File: src/rtl/alu_serial_seq.sv
// Bit-serial ALU: after an accepted start, one result bit per clock, LSB first, through a 4-op slice with a carry register.
// Results, cout and zero are held from DONE until the next accepted start.
module alu_serial_seq #(
  parameter int WIDTH = 8
) (
  input  logic             clk,
  input  logic             rst,
  input  logic             start,
  input  logic [1:0]       op,
  input  logic             cin,
  input  logic [WIDTH-1:0] a_in,
  input  logic [WIDTH-1:0] b_in,
  output logic             busy,
  output logic             done,
  output logic [WIDTH-1:0] result,
  output logic             cout,
  output logic             zero
);

  localparam int IW = $clog2(WIDTH);

  typedef enum logic [1:0] {IDLE, RUN, DONE} state_t;

  state_t           state_q, state_d;
  logic [WIDTH-1:0] a_q, a_d, b_q, b_d;
  logic [WIDTH-1:0] result_q, result_d;
  logic [1:0]       op_q, op_d;
  logic [IW-1:0]    idx_q, idx_d;
  logic             c_q, c_d;
  logic             cout_q, cout_d;
  logic             zero_q, zero_d;
  logic             a_bit, b_bit, slice_bit, slice_c;

  // The slice is shared by every bit position; only the current index is active.
  always_comb begin
    a_bit = a_q[idx_q];
    b_bit = b_q[idx_q];
    slice_bit = 1'b0;
    slice_c   = c_q;
    case (op_q)
      2'b00: begin
        slice_bit = a_bit ^ b_bit ^ c_q;
        slice_c   = (a_bit & b_bit) | (a_bit & c_q) | (b_bit & c_q);
      end
      2'b01:   slice_bit = a_bit | (b_bit ^ c_q);
      2'b10:   slice_bit = a_bit & (b_bit ^ c_q);
      default: slice_bit = c_q ? b_bit : ~a_bit;
    endcase
  end

  // NOTE: every variable gets a default first so no path leaves it unassigned, which would infer a latch.
  always_comb begin
    state_d  = state_q;
    a_d      = a_q;
    b_d      = b_q;
    op_d     = op_q;
    idx_d    = idx_q;
    c_d      = c_q;
    result_d = result_q;
    cout_d   = cout_q;
    zero_d   = zero_q;
    case (state_q)
      IDLE: begin
        if (start) begin
          a_d      = a_in;
          b_d      = b_in;
          op_d     = op;
          c_d      = cin;
          idx_d    = '0;
          result_d = '0;
          state_d  = RUN;
        end
      end
      RUN: begin
        result_d[idx_q] = slice_bit;
        c_d             = slice_c;
        idx_d           = idx_q + 1'b1;
        if (idx_q == IW'(WIDTH - 1)) begin
          // Flags are captured on the edge into DONE so they are valid with the done pulse.
          cout_d  = slice_c;
          zero_d  = (result_d == '0);
          state_d = DONE;
        end
      end
      default: state_d = IDLE;
    endcase
  end

  // NOTE: state registers use non-blocking assignments so all flops update together on the edge.
  always_ff @(posedge clk) begin
    if (rst) begin
      state_q  <= IDLE;
      a_q      <= '0;
      b_q      <= '0;
      op_q     <= '0;
      idx_q    <= '0;
      c_q      <= 1'b0;
      result_q <= '0;
      cout_q   <= 1'b0;
      zero_q   <= 1'b1;
    end else begin
      state_q  <= state_d;
      a_q      <= a_d;
      b_q      <= b_d;
      op_q     <= op_d;
      idx_q    <= idx_d;
      c_q      <= c_d;
      result_q <= result_d;
      cout_q   <= cout_d;
      zero_q   <= zero_d;
    end
  end

  assign busy   = (state_q != IDLE);
  assign done   = (state_q == DONE);
  assign result = result_q;
  assign cout   = cout_q;
  assign zero   = zero_q;

endmodule

File: config.mk
export PLATFORM = sky130hd
export DESIGN_NAME = alu_serial_seq
export DESIGN_NICKNAME = d
export VERILOG_FILES = /design/src/rtl/alu_serial_seq.sv
export SDC_FILE = /design/constraint.sdc
export NUM_CORES = 1
export LEC_CHECK = 0
export CORE_MARGIN = 2
export CORE_UTILIZATION = 40
export DETAILED_ROUTE_END_ITERATION = 12
export PLACE_DENSITY = 0.65
export SYNTH_ARGS = -nofsm -noshare
export SYNTH_HDL_FRONTEND = slang
export SYNTH_SLANG_ARGS = --single-unit
File: constraint.sdc
create_clock -name clk -period 8.2 [get_ports clk]
set_clock_uncertainty 0.15 [all_clocks]
set_input_delay 2.46 -clock clk [delete_from_list [all_inputs] [get_ports clk]]
set_output_delay 2.46 -clock clk [all_outputs]
set_load 0.1 [all_outputs]
* Word-level counts from Yosys, hierarchy flattened
Index checks and enable logic that the tools add are counted.
** Word-level totals
- Register bits :: 34
- Input port bits :: 22
- Output and inout bits :: 12
** Operators by class
- Eq/ne operators :: 7
- Order comparisons :: 2
- Muxes and demuxes :: 19
- Add/subtract/negate cells :: 1
- Bitwise logic cells :: 11
- Reductions and logical operators :: 10
** Operators with widths (count)
- case mux 8 bit (2 select lines) :: 1
- bitwise mux 8 bit :: 1
- zero test 8 bit :: 1
- two-way mux 8 bit :: 1
- AND reduction 2 bit :: 4
- binary-select mux 1 bit (select 3 bit) :: 2
- two-way mux 1 bit :: 6
- case mux 3 bit (2 select lines) :: 1
- bitwise AND 1 bit :: 4
- == test 2 x 1 -> 1 bit, second input constant :: 2
- == test 2 bit, second input constant :: 2
- zero test 2 bit :: 2
- less-than comparator 3 x 4 -> 1 bit, second input constant :: 1
- two-way mux 2 bit :: 2
- != test 2 bit, second input constant :: 2
- case mux 2 bit (2 select lines) :: 1
- nonzero test 2 bit :: 2
- adder 3 x 1 -> 3 bit, second input constant :: 1
- demux 1 bit (select 3 bit) :: 1
- == test 3 bit, second input constant :: 1
- >= comparator 3 x 1 -> 1 bit, second input constant :: 1
- two-way mux 3 bit :: 1
- OR 1 bit :: 3
- case mux 1 bit (3 select lines) :: 1
- other kinds (4) :: 6

* Logic depth before layout (Yosys ltp)
- Depth after elaboration :: 7
- Gate-level depth with buffers :: 13
- Depth with buffers taken out :: 11

* Worst setup path after synthesis
No wires, ideal clock.
- Kind :: register to output
- Start point :: register state_q[1]
- End point :: output port done
- Arrival time :: 1.693 ns
- Stages on the path, launching flop included :: 2
- Slack :: 3.897 ns
- Data required time :: 5.590 ns
- Path through :: dfxtp_1 -> nor2b_1
** Between the ends
- Word-level cells in the longest chain between the ends :: 1
** RTL lines
- from (decl) :: RTL line 24 : state_t state_q, state_d;
- from (signal assigned) :: RTL line 102 : state_q <= state_d;
- == test 2 bit :: RTL line 115 : assign done = (state_q == DONE);
- to (decl) :: RTL line 14 : output logic done,
No other way between the ends.

* Worst setup path in the final report
Ends and elaborated chain as after synthesis.

==> impl_metrics.py <==
metrics = {
    "power": {
        "p_int_uw": 266,
        "ir_drop_v": 0.000100,
        "power_frac_comb": 0.164,
        "power_density_mw_per_mm2": 175,
        "p_leak_uw": 0.000740,
        "seqPwrFrac": 0.491,
        "switchingPower_uw": 101,
        "p_sw_frac": 0.275,
        "p_clk_frac": 0.345,
    },
    "synth": {
        "synthCells": 209,
        "synth.most_common_cell": "nand2_1",
        "synth.area.top_cells": "dfxtp_1 (41%), nand2_1 (11%), a21oi_1 (8.1%)",
        "synth_area_mm2": 0.00167,
        "synth_seq_cells": 34,
        "ys_seq_area_frac": 0.409,
        "netlist_top_cells_count": "nand2_1 (50), dfxtp_1 (34), a21oi_1 (27)",
        "yosysTopAreaCellShare": 0.409,
        "syn_nets": 235,
        "synth_warnings": 0,
        "avgSynthCellArea_um2": 7.97,
        "synthDistinctLibCells": 37,
        "synth_edf_count": 0,
        "synth_ff_type": "dfxtp_1",
        "synth-async-reset-ratio": 0,
        "synth_area_leader_cell": "dfxtp_1",
    },
    "worst_hold_path": {
        "min_to": "b_q[7]",
        "worstHoldStart": "b_q[7]",
        "min_path_cells": 2,
        "hold_class": "reg -> reg",
    },
    "floorplanning": {
        "core_mm2": 0.00400,
        "die_x_um": 68.5,
        "die_h_um": 68.5,
        "rows": 23,
        "die-area_mm2": 0.00470,
        "start_util": 0.416,
        "ioPinCount": 34,
    },
    "detailed_routing": {
        "firstDrtPassIters": 4,
        "via_per_inst": 5.39,
        "wirelength_um": 3560,
        "drc": 0,
        "num_vias": 1542,
        "wire_per_inst_um": 12.4,
        "drt-initial-drc-count": 123,
        "drtAntennaViolNets": 0,
    },
    "run": {
        "max_cap_viol_count": 0,
    },
    "worst_setup_path": {
        "startpoint_type": "register",
        "cp_num_buf_inv": 1,
        "cp_top_family": "buffers and inverters",
        "cp.arrival_ps": 1920,
        "r2r_end": "zero",
        "r2r_slack_ps": 4780,
        "crit_path_end_kind": "output port",
        "critPathLaunch": "state_q[1]",
        "crit_fanout": 4,
        "required_ps": 5590,
        "slowest_delay_ps": 1140,
        "reg2reg_depth": 9,
        "path_cells": "nor2b_1 > clkdlybuf4s50_1",
        "reg2reg_from": "idx_q[2]",
        "cpMaxStageDelayCell": "clkdlybuf4s50_1",
        "crit_type": "reg -> out",
    },
    "status": {
        "status": "finished, final reports clean",
    },
    "timing": {
        "max_freq_mhz": 221,
        "slew_headroom": 0.350,
        "hold_slack_ps": 305,
        "final_max_slew_viol_count": 0,
        "tightest_slew_ps": 972,
        "post-route-period-util": 0.552,
        "setup_viol": 0,
        "hold_viol": 0,
        "rsz0062_at_grt": "no",
        "tns_ps": 0,
        "period_needed_ps": 4530,
    },
    "global_routing": {
        "grt_first_pass_wirelength_um": 6290,
        "grtUsageTotal": 0.179,
        "antenna_found_initial": 0,
        "grt_pass1_vias": 1409,
        "grt_overflow_total": 0,
        "grt_max_degree": 35,
    },
    "cts": {
        "ctsHtreeMaxLevel": 2,
        "clock-sinks": 34,
        "cts_max_path_buffers": 2,
        "path_clk_slew_ps": 70,
        "cts-buffers-inserted": 5,
        "cts_root_buf": "clkbuf_8",
        "clock_latency_ps": 280,
        "cts_setup_buffers": 0,
        "ctsHoldBuffers": 0,
        "cts-resized-gates": 0,
        "cts_tree": "done",
    },
    "placed_design": {
        "dp_hpwl_um": 2420,
        "routabilityCongestion": 0.848,
        "postPlaceCellArea_mm2": 0.00200,
        "port_buffers": 33,
    },
    "final_layout": {
        "multiInputGateArea_um2": 906,
        "drive_gt1_frac": 0.0508,
        "diodes": 0,
        "area_growth_pct": 25.7,
        "nNetsFinal": 261,
        "regArea_um2": 681,
        "finalInstanceArea_mm2": 0.00209,
        "fillers": 398,
    },
}
-- power groups by stage --
stage | logic, µW | clock network [µW] | registers (µW)
after floorplan | 41.7 | 0 | 183
after global placement | 60.1 | 0 | 184
after detailed placement | 60.7 | 0 | 184
after CTS | 60.9 | 130 | 180
after global routing | 67.3 | 136 | 181
final | 60.1 | 126 | 180
-- registers in the layout (all words and copies together), names as in the netlist --
register,count
result,8
state_q,2
c_q,1
cout,1
a_q,8
idx_q,3
op_q,2
zero,1
b_q,8
-- cells in the final DEF (no fill, tap or decap), types with 5 or more instances in the layout --
cell,netlist,final
nand2_1,50,50
a21oi_1,27,27
o31ai_1,5,5
mux2i_1,7,7
nor2_1,12,12
clkdlybuf4s50_1,0,33
nand3_1,11,11
clkbuf_8,0,6
dfxtp_1,34,34
-- cells by family (layout without fill, tap and decap cells) --
logic type | count (synthesis) | count (layout) | share of synthesized area
buf+inv | 19 | 46 | 0.0473
simple gates | 89 | 89 | 0.233
flops | 34 | 34 | 0.409
compound gates | 53 | 53 | 0.205
mux | 10 | 10 | 0.0714
fa+ha+maj | 4 | 4 | 0.0346
-- worst max-delay path by stage --
stage                endpoint  slack, ps  depth (start not counted)
floorplan                done       3900                          1
global placement    result[2]       3820                          5
detailed placement  result[2]       3800                          5
CTS                      done       3660                          2
global route             done       3600                          2
finish                   done       3670                          2
-- through the flow --
step | instances | setup WS (ps) | power [µW] | utilization
2_1_floorplan | 209 | 3900 | 224 | -
3_5_place_dp | 278 | 3800 | 244 | 0.500
5_1_grt | 286 | 3600 | 385 | 0.523
3_3_place_gp | 278 | 3820 | 244 | 0.500
6_report | 286 | 3670 | 366 | 0.523
4_1_cts | 286 | 3660 | 371 | 0.523
-- routing by layer --
metal / share of wire / GRT usage / vias to the layer above / wire length (µm)
met3: 0.046 / 0.0487 / 7 / 165
li1: - / - / 784 / -
met2: 0.48 / 0.298 / 43 / 1710
met4: 0.014 / 0.0600 / 0 / 49
met5: 0 / 0 / - / 0
met1: 0.46 / 0.222 / 708 / 1640
-- area by class of cell --
cell class	instances	area share
Multi-Input combinational cell	156	0.433
Sequential cell	34	0.325
Timing Repair Buffer	34	0.161
Clock buffer	7	0.0412
Tap cell	50	0.0299
Inverter	4	0.00717
Clock inverter	1	0.00239
-- worst reg2reg max path: cells and delay by family, from the launching register on --
family	cells	cell delay, ps
multiplexers	3	900
AND/OR/NAND/NOR	1	70
adder cells (fa/ha/maj)	1	490
flip-flops	1	820
AO/OA/AOI/OAI	4	880
No activity file was read; power rests on OpenSTA's default activity.
